### src/rtl/cflib_rstseq_pkg.sv
`default_nettype none
// ============================================================================
// Module   : cflib_rstseq_pkg
// Purpose  : Shared types and helpers for the reset sequencer (rstseq).
//            - rstseq_state_t : 2-bit sequencer state encoding
//            - cnt_width()    : spacing/hold counter width from DELAY and HOLD
//            - idx_width()    : domain index width from NDOMAINS
// Revision : 1.0 - initial release
// ============================================================================
package cflib_rstseq_pkg;

  typedef enum logic [1:0] {
    ST_HOLD    = 2'd0,  // all domains asserted, waiting out the hold time
    ST_RELEASE = 2'd1,  // releasing domains one by one, DELAY apart
    ST_RUN     = 2'd2,  // all domains released
    ST_ASSERT  = 2'd3   // re-asserting domains, highest index first
  } rstseq_state_t;

  // Counter must reach max(DELAY,HOLD)-1; never narrower than one bit.
  function automatic int cnt_width(input int delay, input int hold);
    int m;
    int w;
    m = (delay > hold) ? delay : hold;
    w = $clog2(m);
    return (w < 1) ? 1 : w;
  endfunction

  // Index must reach NDOMAINS-1; never narrower than one bit.
  function automatic int idx_width(input int ndomains);
    int w;
    w = $clog2(ndomains);
    return (w < 1) ? 1 : w;
  endfunction

endpackage
`default_nettype wire

### src/rtl/rstseq.sv
`default_nettype none
// ============================================================================
// Module   : rstseq
// Purpose  : Reset sequencer. After a minimum hold time, releases NDOMAINS
//            active-low domain resets one after another, DELAY cycles apart.
//            A software request in RUN re-asserts the domains in reverse
//            order (one per cycle) and then replays the release sequence.
// Ports    : clock      - system clock, rising edge
//            aresetn    - async active-low reset (release already synchronous)
//            swreq      - software re-reset request, honoured only in RUN
//            resetn_out - per-domain active-low resets, straight from flops
//            ready      - high exactly while in RUN (all domains released)
// Revision : 1.0 - initial release
// ============================================================================
module rstseq
  import cflib_rstseq_pkg::*;
#(
  parameter int NDOMAINS = 4,
  parameter int DELAY    = 16,
  parameter int HOLD     = 8
) (
  input  logic                clock,
  input  logic                aresetn,
  input  logic                swreq,
  output logic [NDOMAINS-1:0] resetn_out,
  output logic                ready
);

  localparam int c_cnt_w = cnt_width(DELAY, HOLD);
  localparam int c_idx_w = idx_width(NDOMAINS);

  localparam logic [c_cnt_w-1:0] c_hold_last  = c_cnt_w'(HOLD - 1);
  localparam logic [c_cnt_w-1:0] c_delay_last = c_cnt_w'(DELAY - 1);
  localparam logic [c_idx_w-1:0] c_idx_last   = c_idx_w'(NDOMAINS - 1);
  // Starting index of the reverse walk; the top domain is cleared on the
  // RUN->ASSERT edge itself, so the walk begins one below it.
  localparam logic [c_idx_w-1:0] c_idx_penult = c_idx_w'((NDOMAINS > 1) ? NDOMAINS - 2 : 0);

  rstseq_state_t       r_state;
  logic [c_cnt_w-1:0]  r_cnt;
  logic [c_idx_w-1:0]  r_idx;
  logic [NDOMAINS-1:0] r_resetn;
  logic                r_ready;

  rstseq_state_t       w_state;
  logic [c_cnt_w-1:0]  w_cnt;
  logic [c_idx_w-1:0]  w_idx;
  logic [NDOMAINS-1:0] w_resetn;
  logic                w_ready;

  // --------------------------------------------------------------------------
  // State register. Every output is a flop so the domain resets cannot glitch.
  // --------------------------------------------------------------------------
  always_ff @(posedge clock or negedge aresetn) begin
    if (!aresetn) begin
      r_state  <= ST_HOLD;
      r_cnt    <= '0;
      r_idx    <= '0;
      r_resetn <= '0;
      r_ready  <= 1'b0;
    end else begin
      r_state  <= w_state;
      r_cnt    <= w_cnt;
      r_idx    <= w_idx;
      r_resetn <= w_resetn;
      r_ready  <= w_ready;
    end
  end

  // --------------------------------------------------------------------------
  // Next-state and next-output logic.
  // --------------------------------------------------------------------------
  always_comb begin
    w_state  = r_state;
    w_cnt    = r_cnt;
    w_idx    = r_idx;
    w_resetn = r_resetn;
    w_ready  = r_ready;

    case (r_state)
      ST_HOLD: begin
        if (r_cnt == c_hold_last) begin
          w_cnt   = '0;
          w_idx   = '0;
          w_state = ST_RELEASE;
        end else begin
          w_cnt = r_cnt + 1'b1;
        end
      end

      ST_RELEASE: begin
        if (r_cnt == c_delay_last) begin
          w_cnt           = '0;
          w_resetn[r_idx] = 1'b1;
          w_idx           = r_idx + 1'b1;
          // Last domain and ready rise on the same edge.
          if (r_idx == c_idx_last) begin
            w_state = ST_RUN;
            w_ready = 1'b1;
          end
        end else begin
          w_cnt = r_cnt + 1'b1;
        end
      end

      ST_RUN: begin
        if (swreq) begin
          w_ready              = 1'b0;
          w_resetn[NDOMAINS-1] = 1'b0;
          if (NDOMAINS == 1) begin
            // Only one domain: it is already asserted, go straight to hold.
            w_state = ST_HOLD;
            w_cnt   = '0;
          end else begin
            w_idx   = c_idx_penult;
            w_state = ST_ASSERT;
          end
        end
      end

      ST_ASSERT: begin
        // One domain per cycle, no spacing on assertion.
        w_resetn[r_idx] = 1'b0;
        if (r_idx == '0) begin
          w_state = ST_HOLD;
          w_cnt   = '0;
        end else begin
          w_idx = r_idx - 1'b1;
        end
      end

      default: begin
        w_state = ST_HOLD;
      end
    endcase
  end

  assign resetn_out = r_resetn;
  assign ready      = r_ready;

endmodule
`default_nettype wire

### config.mk
export PLATFORM = sky130hd
export DESIGN_NAME = rstseq
export DESIGN_NICKNAME = d
export VERILOG_FILES = /design/src/rtl/cflib_rstseq_pkg.sv /design/src/rtl/rstseq.sv
export SDC_FILE = /design/constraint.sdc
export NUM_CORES = 1
export LEC_CHECK = 0
export CAP_MARGIN = 40
export CORE_ASPECT_RATIO = 1.5
export CORE_MARGIN = 2
export CORE_UTILIZATION = 30
export CTS_CLUSTER_DIAMETER = 80
export CTS_CLUSTER_SIZE = 28
export DETAILED_ROUTE_END_ITERATION = 7
export SLEW_MARGIN = 20
export SYNTH_ARGS = -nofsm -noshare
export SYNTH_HDL_FRONTEND = slang
export SYNTH_SLANG_ARGS = --single-unit
### constraint.sdc
create_clock -name clock -period 1.65 [get_ports clock]
set_input_delay 0.4125 -clock clock [delete_from_list [all_inputs] [get_ports clock]]
set_output_delay 0.4125 -clock clock [all_outputs]
set_load 0.005 [all_outputs]
## Word level (Yosys, flattened, before mapping)

Index checks and enable logic that the tools add are counted.

| cells by class | value |
|---|---|
| add/sub/neg operators | 3 |
| order comparisons | 2 |
| equality and inequality tests | 12 |
| muxes and demuxes | 24 |
| bitwise operators | 3 |
| reduce and logical (&&, ||, !) cells | 13 |

Operator list:

| cell | count |
|---|---|
| 2-bit 2-to-1 mux | 9 |
| 4-bit 2-to-1 mux | 4 |
| 2-bit case mux with 4 select lines | 2 |
| 2-bit != test (second input constant) | 6 |
| 4-bit case mux with 3 select lines | 1 |
| 4-bit AND reduction | 2 |
| 2-bit equality test (second input constant) | 3 |
| 3-bit case mux with 2 select lines | 1 |
| 3-bit nonzero test | 2 |
| 5-bit AND reduction | 1 |
| 4-bit by 1-bit adder with 4-bit output (second input constant) | 1 |
| 4-bit bitwise AND | 1 |
| 4-bit by 3-bit equality test with 1-bit output (second input constant) | 1 |
| 4-bit equality test (second input constant) | 1 |
| 2-bit zero test | 2 |
| 1-bit 2-to-1 mux | 4 |
| 4-bit NOT | 1 |
| 4-bit bitwise OR | 1 |
| 2-bit AND reduction | 2 |
| 2-bit nonzero test | 2 |
| 2-bit by 3-bit < comparator with 1-bit output (second input constant) | 1 |
| 1-bit case mux with 3 select lines | 1 |
| 3-bit AND reduction | 1 |
| 2-bit by 1-bit adder with 2-bit output (second input constant) | 1 |
| other kinds (6) | 6 |

| word-level totals | value |
|---|---|
| register bits after elaboration | 13 |
| input bits | 3 |
| output and inout bits | 5 |
| word-level logic and storage cells | 63 |

## Longest topological paths before layout

Gate-level depths: netlist of the first run.

| logic depth | value |
|---|---|
| depth after elaboration | 7 |
| depth in mapped cells | 7 |
| depth with buffers taken out | 6 |

## Worst setup path after synthesis of the first run

Ideal clock, no wire load.

| path | value |
|---|---|
| kind | reg2reg |
| start | reg r_state[0] |
| end | reg r_state[1] |
| setup time | 0.125 ns |
| data arrival time | 1.638 ns |
| data required time | 1.525 ns |
| setup slack | -0.113 ns |
| stages on the path, launching flop included | 7 |
| path buffers | 0 |
| period minus slack after synthesis | 1.763 ns |
| cells stage by stage | dfrtp_1 -> inv_1 -> ha_1 -> and2b_2 -> a221oi_4 -> o21ai_2 -> mux2_4 |

| on the way | value |
|---|---|
| cells in the longest elaborated chain, start to end | 3 |
| elaborated cells between the ends (all ways) | 11 |
| classes of those cells | eq/ne: 8; mux: 1; reduce/logical: 2 |

RTL lines:

| what | line | source |
|---|---|---|
| from (decl) | rstseq.sv:39 | `rstseq_state_t r_state;` |
| from (signal assigned) | rstseq.sv:62 | `r_state <= w_state;` |
| 2-bit equality test (tied with other cells) | rstseq.sv:80 | `case (r_state)` |
| 2-bit != test (no line) | n/a |  |
| 5-bit AND reduction (no line) | n/a |  |

Parallel ways exist; a longest one is shown, timed or not.
A chain may end at the register's enable or synchronous reset.

## Worst setup path after layout of the first run

Ends and elaborated chain as after synthesis.

==> flow_summary.toml, run 1 <==
[sta]
setup_viol = 0
fmax_mhz = 614
hold_viol = 0
finalCritPeriodShare_pct = 98.7
slew_viol_final = 0
fin_skew_ns = 0.00186
fin_ws_ns = 0.0213
rsz0062_at_grt = "yes"
worstMarginPinSlew_ns = 0.352
tns_ns = 0
slew_headroom_pct = 75.9
fin_crit_ns = 1.63

[placement]
gp_congestion = 0.801
place_hpwl_microns = 1480
preCtsSetupSlack_ns = -0.243
dp.cells = 138
io_buffers = 7

[routing]
drt-initial-drc-count = 18
ant_nets = 0
first_pass_iters = 4
routed_wl_microns = 1990
drt-wirelength-per-cell_microns = 13.8
vias = 741
drc = 0
vias_per_cell = 5.11

[floorplan]
core-area_sq_mm = 0.00271
die_width_microns = 47.9
num_rows = 23
num_io_pins = 8
die_area_sq_mm = 0.00335
initial_core_util_pct = 32.1
fp.dieH_microns = 69.9

[synth]
synth-main-ff-cell = "dfrtp_1"
yosysWarnings = 0
synthesis.instances = 88
syn-cell-area_sq_um = 868
netlist-cell-type-count = 33
ys_seq_area_share_pct = 37.5
avgSynthCellArea_sq_um = 9.87
ys_ff_latch = 13
synth_nets = 97
async_flop_share_pct = 100
synth_edf_count = 0

[setup_path]
cp_max_fo = 5
crit_start = "r_state[0]"
arrival_ns = 1.75
rr_endpoint = "r_state[1]"
crit_type = "reg -> reg"
end_kind = "register"
worstPathRequired_ns = 1.78
reg2regPathDepth = 6
r2r_slack_ns = 0.02
timing.critical_path.to = "r_state[1]"
critPathLaunchType = "register"
rr_startpoint = "r_state[0]"

[outcome]
outcome = "finished clean"

[layout]
nNetsFinal = 118
syn_to_final_growth_pct = 31.0
fin_cells = 145
drive_gt1_share_pct = 30.6
antenna_cells = 0

[global_route]
grt_use_total_pct = 13.2
antenna_found_initial = 0
first_global_vias = 703
grt_overflow_total = 0
grt_max_degree = 14
grt_first_pass_wirelength_microns = 3150

[clock_tree]
clock_path_buffers = 2
cts_tree = "built"
clock_sinks = 13
cts.htree.levels = 1
cts_hold_buf = 0
clk_latency_ns = 0.24
cts_root_buf = "clkbuf_8"
cts-buffers-inserted = 3
path_clk_slew_ns = 0.06

[flow_run]
cap_violations = 0

[hold_path]
hp-class = "in -> async"

[power]
totalPowerFinal_uw = 618
p_leak_nw = 0.490
vdd_drop_max_mv = 0.311
powerDensity_mw_per_mm2 = 544
## report_power, final
group / total, mW / internal, mW / leakage, nW / switching, mW
logic: 0.0129 / 0.00557 / 0.323 / 0.00736
clock network: 0.286 / 0.171 / 0.0228 / 0.116
registers: 0.319 / 0.319 / 0.144 / 0
## through the flow
stage          area, sq um  util [%]  hold WS, ns
5_1_grt               1140      42.0        0.496
2_1_floorplan          895         -        0.117
6_report              1140      42.0        0.476
4_1_cts               1110      41.2        0.484
3_5_place_dp          1060      39.1        0.515
3_3_place_gp          1060      39.1        0.504
## layout make-up
cell class / instances / area [sq um]
Timing Repair Buffer: 20 / 170
Multi-Input combinational cell: 65 / 523
Clock buffer: 4 / 45.0
Fill cell: 279 / 1570
Sequential cell: 13 / 328
Tap cell: 37 / 46.3
Inverter: 6 / 25.0
## synthesized netlist by cell type (2+ instances only)
cell,number,area (sq um)
dfrtp_1,13,325
ha_1,6,75.1
inv_1,6,22.5
nand2_1,6,22.5
nand3_1,6,30.0
nor2_1,6,22.5
o21ai_0,5,25.0
a21oi_1,4,20.0
a22o_1,4,35.0
a32o_1,3,30.0
a31o_2,2,17.5
buf_2,2,10.0
mux2i_1,2,20.0
nand2b_1,2,12.5
nand3b_1,2,15.0
nor2b_1,2,12.5
## critical path: stages (launching register included)
cell and delay [ns]:
dfrtp_2 0.44, inv_4 0.07, ha_4 0.15, and2b_2 0.21, a221oi_4 0.22, o21ai_2 0.11
mux2_4 0.30
## cells by family (layout without fill, tap and decap cells)
| kind of cell | count (synthesis) | in the layout | synth area share, % |
|---|---|---|---|
| flip-flops | 13 | 13 | 37.5 |
| adder cells (fa/ha/maj) | 6 | 6 | 8.65 |
| AND/OR/NAND/NOR | 28 | 28 | 17.9 |
| XOR/XNOR | 1 | 1 | 1.01 |
| multiplexers | 3 | 3 | 4.03 |
| AO/OA/AOI/OAI | 27 | 27 | 25.1 |
| buffers and inverters | 10 | 30 | 5.91 |
## worst min path at each step
stage / from / to / depth (start not counted) / slack, ns
after floorplan: aresetn / asynchronous set/reset pin / 0 / 0.12
after CTS: aresetn / r_cnt[2] / 2 / 0.48
final: aresetn / r_state[0] / 2 / 0.48
after global placement: ready / ready / 1 / 0.50
after global routing: aresetn / r_cnt[3] / 2 / 0.50
after detailed placement: register / register / 1 / 0.51
## layout by cell type, fill, tap and decap left out, types with 3 or more instances in the layout
cell type,Yosys,routed
buf_4,1,13
nand2_1,6,6
a22o_1,4,4
a21oi_1,4,3
dfrtp_1,13,11
nor2_1,6,6
inv_1,6,4
a32o_1,3,3
nand3_1,6,6
o21ai_0,5,5
ha_1,6,3
clkbuf_8,0,3
clkdlybuf4s50_1,0,6
## metal layers
layer | GRT usage (%) | wire length (microns)
met5 | 0 | 0
met3 | 2.33 | 57
met4 | 6.91 | 36
met2 | 21.3 | 1040
met1 | 15.5 | 864
## repair_timing
action                                  in CTS  in global routing
buffers inserted                             1                  2
endpoints found under the setup margin       2                  6
gates resized for setup                      2                  3
Note: power is estimated with default switching activity, not from simulation.
==> run 2: changes to the inputs <==
--- a/config.mk
+++ b/config.mk
@@ -12,6 +12,8 @@
 export CTS_CLUSTER_DIAMETER = 80
 export CTS_CLUSTER_SIZE = 28
 export DETAILED_ROUTE_END_ITERATION = 7
+export MAX_ROUTING_LAYER = met4
+export PLACE_DENSITY = 0.6
 export SLEW_MARGIN = 20
 export SYNTH_ARGS = -nofsm -noshare
 export SYNTH_HDL_FRONTEND = slang
==> flow_summary.toml, run 2 (same netlist as run 1, synthesis figures left out) <==
[routing]
ant_nets = 0
vias = 739
drc = 0
routed_wl_microns = 1990
drt-wirelength-per-cell_microns = 13.8
drt-initial-drc-count = 13
vias_per_cell = 5.13
first_pass_iters = 4

[layout]
syn_to_final_growth_pct = 30.1
fillers = 280
regArea_sq_um = 328
final_area_sq_mm = 0.00113
multiInputGateArea_sq_um = 523
antenna_cells = 0
fin_cells = 144
nNetsFinal = 117
drive_gt1_share_pct = 29.9
mostFrequentLayoutCells = "12 x buf_4, 11 x dfrtp_1"
layout_commonest_cell = "buf_4"

[global_route]
antenna_found_initial = 0
grt_overflow_total = 0
grt_use_total_pct = 13.5
grt_max_degree = 14
first_global_vias = 701
grt_first_pass_wirelength_microns = 3150

[setup_path]
worstPathRequired_ns = 1.78
end_kind = "register"
arrival_ns = 1.75
critPathLaunchType = "register"
crit_type = "reg -> reg"
cp_max_fo = 5

[floorplan]
num_io_pins = 8
num_rows = 23
core-area_sq_mm = 0.00271
die_area_sq_mm = 0.00335
die_width_microns = 47.9
initial_core_util_pct = 32.1
fp.dieH_microns = 69.9

[power]
powerDensity_mw_per_mm2 = 548
vdd_drop_max_mv = 0.310
p_leak_nw = 0.484
totalPowerFinal_uw = 619

[placement]
placed_area_sq_mm = 0.00106
io_buffers = 7
dp.cells = 138
place_hpwl_microns = 1480
gp_congestion = 0.812

[sta]
slew_viol_final = 0
hold_viol = 0
rsz0062_at_grt = "yes"
setup_viol = 0
fin_skew_ns = 0.000483
tns_ns = 0
slew_headroom_pct = 75.8
worstMarginPinSlew_ns = 0.354
fin_crit_ns = 1.63
fmax_mhz = 615
finalCritPeriodShare_pct = 98.5

[clock_tree]
cts_tree = "built"
cts_hold_buf = 0
clock_sinks = 13
clock_path_buffers = 2
cts.htree.levels = 1
cts_root_buf = "clkbuf_8"
path_clk_slew_ns = 0.06
cts-buffers-inserted = 3
clk_latency_ns = 0.24

[hold_path]
hp-class = "in -> async"

[outcome]
outcome = "finished clean"

[flow_run]
cap_violations = 0
[run 2: changes by cell type in the layout (fill, tap and decap cells not counted)]
cell and delta:
buf_4 -1
[run 2: stage by stage]
| stage | setup WS, ns | util [%] | hold slack, ns |
|---|---|---|---|
| global route | -0.0442 | 41.8 | 0.496 |
| CTS | 0.00201 | 41.2 | 0.484 |
| global placement | -0.212 | 39.1 | 0.504 |
| detailed placement | -0.243 | 39.1 | 0.515 |
| floorplan | 0.0000819 | - | 0.117 |
| finish | 0.0247 | 41.8 | 0.475 |
[run 2: worst max-delay path, cell delays in order, from the launching register on]
cell and delay (ns):
dfrtp_2 0.44, inv_4 0.07, ha_4 0.15, and2b_2 0.21
a221oi_4 0.22, o21ai_2 0.11, mux2_4 0.30
[run 2: report_power, final]
group / internal (mW) / total [mW] / switching, mW / leakage (nW)
combinational: 0.00555 / 0.0127 / 0.00717 / 0.317
clock: 0.171 / 0.288 / 0.117 / 0.0228
sequential: 0.319 / 0.319 / 0 / 0.144
total: 0.495 / 0.619 / 0.124 / 0.484
[run 2: layout make-up]
cell class	instances	area share [%]
clock buffers	4	3.99
inverters	6	2.21
flip-flops and latches	13	29.0
well taps	37	4.10
multi-input cells	65	46.3
repair buffers	19	14.4
[run 2: worst paths after layout]
path | start | endpoint | slack, ns | depth (start not counted)
max | r_state[0] | r_state[1] | 0.02 | 6
min | aresetn | r_state[0] | 0.48 | 2
max reg2reg | r_state[0] | r_state[1] | 0.02 | 6
min reg2reg | ready | ready | 0.52 | 1
max in group asynchronous | aresetn | r_state[1] | 0.99 | 2
min in group clock | swreq | ready | 0.51 | 3
[run 2: what timing repair did]
action                     4_1_cts  5_1_grt
gates resized for setup          2        3
buffers inserted                 1        1
setup endpoints to repair        2        6
[run 2: per-layer routing]
| metal | global-route usage [%] | share of wire (%) | up-vias |
|---|---|---|---|
| met5 | - | 0 | - |
| met4 | 6.91 | 2.0 | 0 |
| met3 | 2.33 | 2.9 | 4 |
| met2 | 21.3 | 52 | 15 |
| met1 | 15.4 | 43 | 361 |
| li1 | - | - | 359 |
==> run 3: changes to the inputs <==
--- a/config.mk
+++ b/config.mk
@@ -14,6 +14,7 @@
 export DETAILED_ROUTE_END_ITERATION = 7
 export MAX_ROUTING_LAYER = met4
 export PLACE_DENSITY = 0.6
+export SETUP_SLACK_MARGIN = 0.4
 export SLEW_MARGIN = 20
 export SYNTH_ARGS = -nofsm -noshare
 export SYNTH_HDL_FRONTEND = slang
==> constraint.sdc (replaced) <==
create_clock -name clock -period 1.65 [get_ports clock]
set_input_delay 0.4125 -clock clock [delete_from_list [all_inputs] [get_ports clock]]
set_output_delay 0.4125 -clock clock [all_outputs]
set_load 0.1 [all_outputs]
==> flow_summary.toml, run 3 (same netlist as run 1, synthesis figures left out) <==
[layout]
mostFrequentLayoutCells = "24 x buf_4, 7 x dfrtp_2"
fin_cells = 159
syn_to_final_growth_pct = 57.2
layout_commonest_cell = "buf_4"
antenna_cells = 0
drive_gt1_share_pct = 52.5
fillers = 267
nNetsFinal = 132

[clock_tree]
cts_root_buf = "clkbuf_8"
clock_sinks = 13
path_clk_slew_ns = 0.06
cts.htree.levels = 1
cts_hold_buf = 0
cts-buffers-inserted = 3
clk_latency_ns = 0.24
clock_path_buffers = 2
cts_tree = "built"

[setup_path]
rr_startpoint = "r_state[0]"
reg2regPathDepth = 5
crit_start = "r_state[0]"
crit_slowest_cell = "dfrtp_2"
end_kind = "register"
critPathLaunchType = "register"
critical_path_cell_count = 5
worstPathRequired_ns = 1.77
timing.critical_path.to = "r_state[1]"
max_stage_delay_ns = 0.44
crit_family = "flip-flops"
crit_type = "reg -> reg"
critPathBufInv = 1
cp_cell_sequence = "buf_12 -> ha_4 -> a221oi_4 -> o21ai_2 -> mux2_4"
r2r_slack_ns = 0.06
rr_endpoint = "r_state[1]"
cp_max_fo = 7
arrival_ns = 1.71

[sta]
fin_crit_ns = 1.59
finalCritPeriodShare_pct = 96.1
worstMarginPinSlew_ns = 0.314
fmax_mhz = 631
rsz0062_at_grt = "yes"
fin_skew_ns = 0.00216
whs_ns = 0.485
slew_viol_final = 0
setup_viol = 0
hold_viol = 0
slew_headroom_pct = 79.1
fin_ws_ns = 0.0648

[floorplan]
fp.dieH_microns = 69.9
num_io_pins = 8
die_area_sq_mm = 0.00335
core-area_sq_mm = 0.00271
die_width_microns = 47.9
num_rows = 23
initial_core_util_pct = 32.1

[power]
powerDensity_mw_per_mm2 = 450
p_leak_nw = 0.599
totalPowerFinal_uw = 614
vdd_drop_max_mv = 0.555

[global_route]
grt_max_degree = 14
first_global_vias = 842
grt_overflow_total = 0
grt_first_pass_wirelength_microns = 3770
grt_use_total_pct = 15.6
antenna_found_initial = 0

[placement]
gp_congestion = 0.768
place_hpwl_microns = 1400
io_buffers = 7
dp.cells = 137
preCtsSetupSlack_ns = -0.218

[routing]
vias = 797
drt-wirelength-per-cell_microns = 13.4
drt-initial-drc-count = 20
ant_nets = 0
drc = 0
vias_per_cell = 5.01
routed_wl_microns = 2130
first_pass_iters = 4

[outcome]
outcome = "finished clean"

[flow_run]
cap_violations = 0

[hold_path]
hp-class = "in -> async"
## run 3: cell count changes in the layout (fill, tap and decap cells not counted), moves of 2 or more
cell / delta
dfrtp_2: +5
buf_6: +2
dfrtp_1: -5
o21ai_0: -2
buf_4: +12
clkdlybuf4s50_1: -5
buf_12: +6
## run 3: where the power goes
group	total [mW]	switching, mW	internal, mW
registers	0.319	0	0.319
logic	0.0121	0.00705	0.00508
clock network	0.283	0.113	0.170
total	0.614	0.120	0.494
## run 3: metrics by stage
step / area, sq um / utilization (%) / setup TNS [ns]
finish: 1370 / 50.5 / 0
global route: 1370 / 50.5 / 0
CTS: 1350 / 49.9 / 0
detailed placement: 1120 / 41.4 / -0.894
global placement: 1120 / 41.4 / -0.847
floorplan: 913 / - / 0
## run 3: routing by layer
| layer | share of wire [%] | GRT usage [%] | vias up |
|---|---|---|---|
| met5 | 0 | - | - |
| met3 | 2.2 | 2.33 | 6 |
| met1 | 41 | 17.7 | 391 |
| met2 | 54 | 25.8 | 11 |
| met4 | 2.9 | 6.61 | 0 |
| li1 | - | - | 389 |
## run 3: worst min-delay path by stage
| stage | start | cells past startpoint | endpoint | slack, ns |
|---|---|---|---|---|
| after detailed placement | register | 1 | register | 0.54 |
| after global placement | r_cnt[0] | 1 | r_cnt[0] | 0.53 |
| after CTS | aresetn | 2 | r_cnt[0] | 0.49 |
| final | aresetn | 2 | r_cnt[3] | 0.48 |
| after global routing | aresetn | 2 | r_cnt[3] | 0.49 |
| after floorplan | aresetn | 0 | asynchronous set/reset pin | 0.12 |
## run 3: final cells by class
cell class,instances,area (sq um),share of cell area [%]
Clock buffer,4,45.0,3.30
Sequential cell,13,334,24.5
Inverter,6,25.0,1.83
Multi-Input combinational cell,65,573,42.0
Tap cell,37,46.3,3.39
Timing Repair Buffer,34,342,25.0
## run 3: repair_timing
action,CTS,global route
endpoints found under the hold margin,0,0
setup buffers,17,1
resized for setup,14,2
cloned,0,0
pin swaps,3,1
endpoints found under the setup margin,17,18
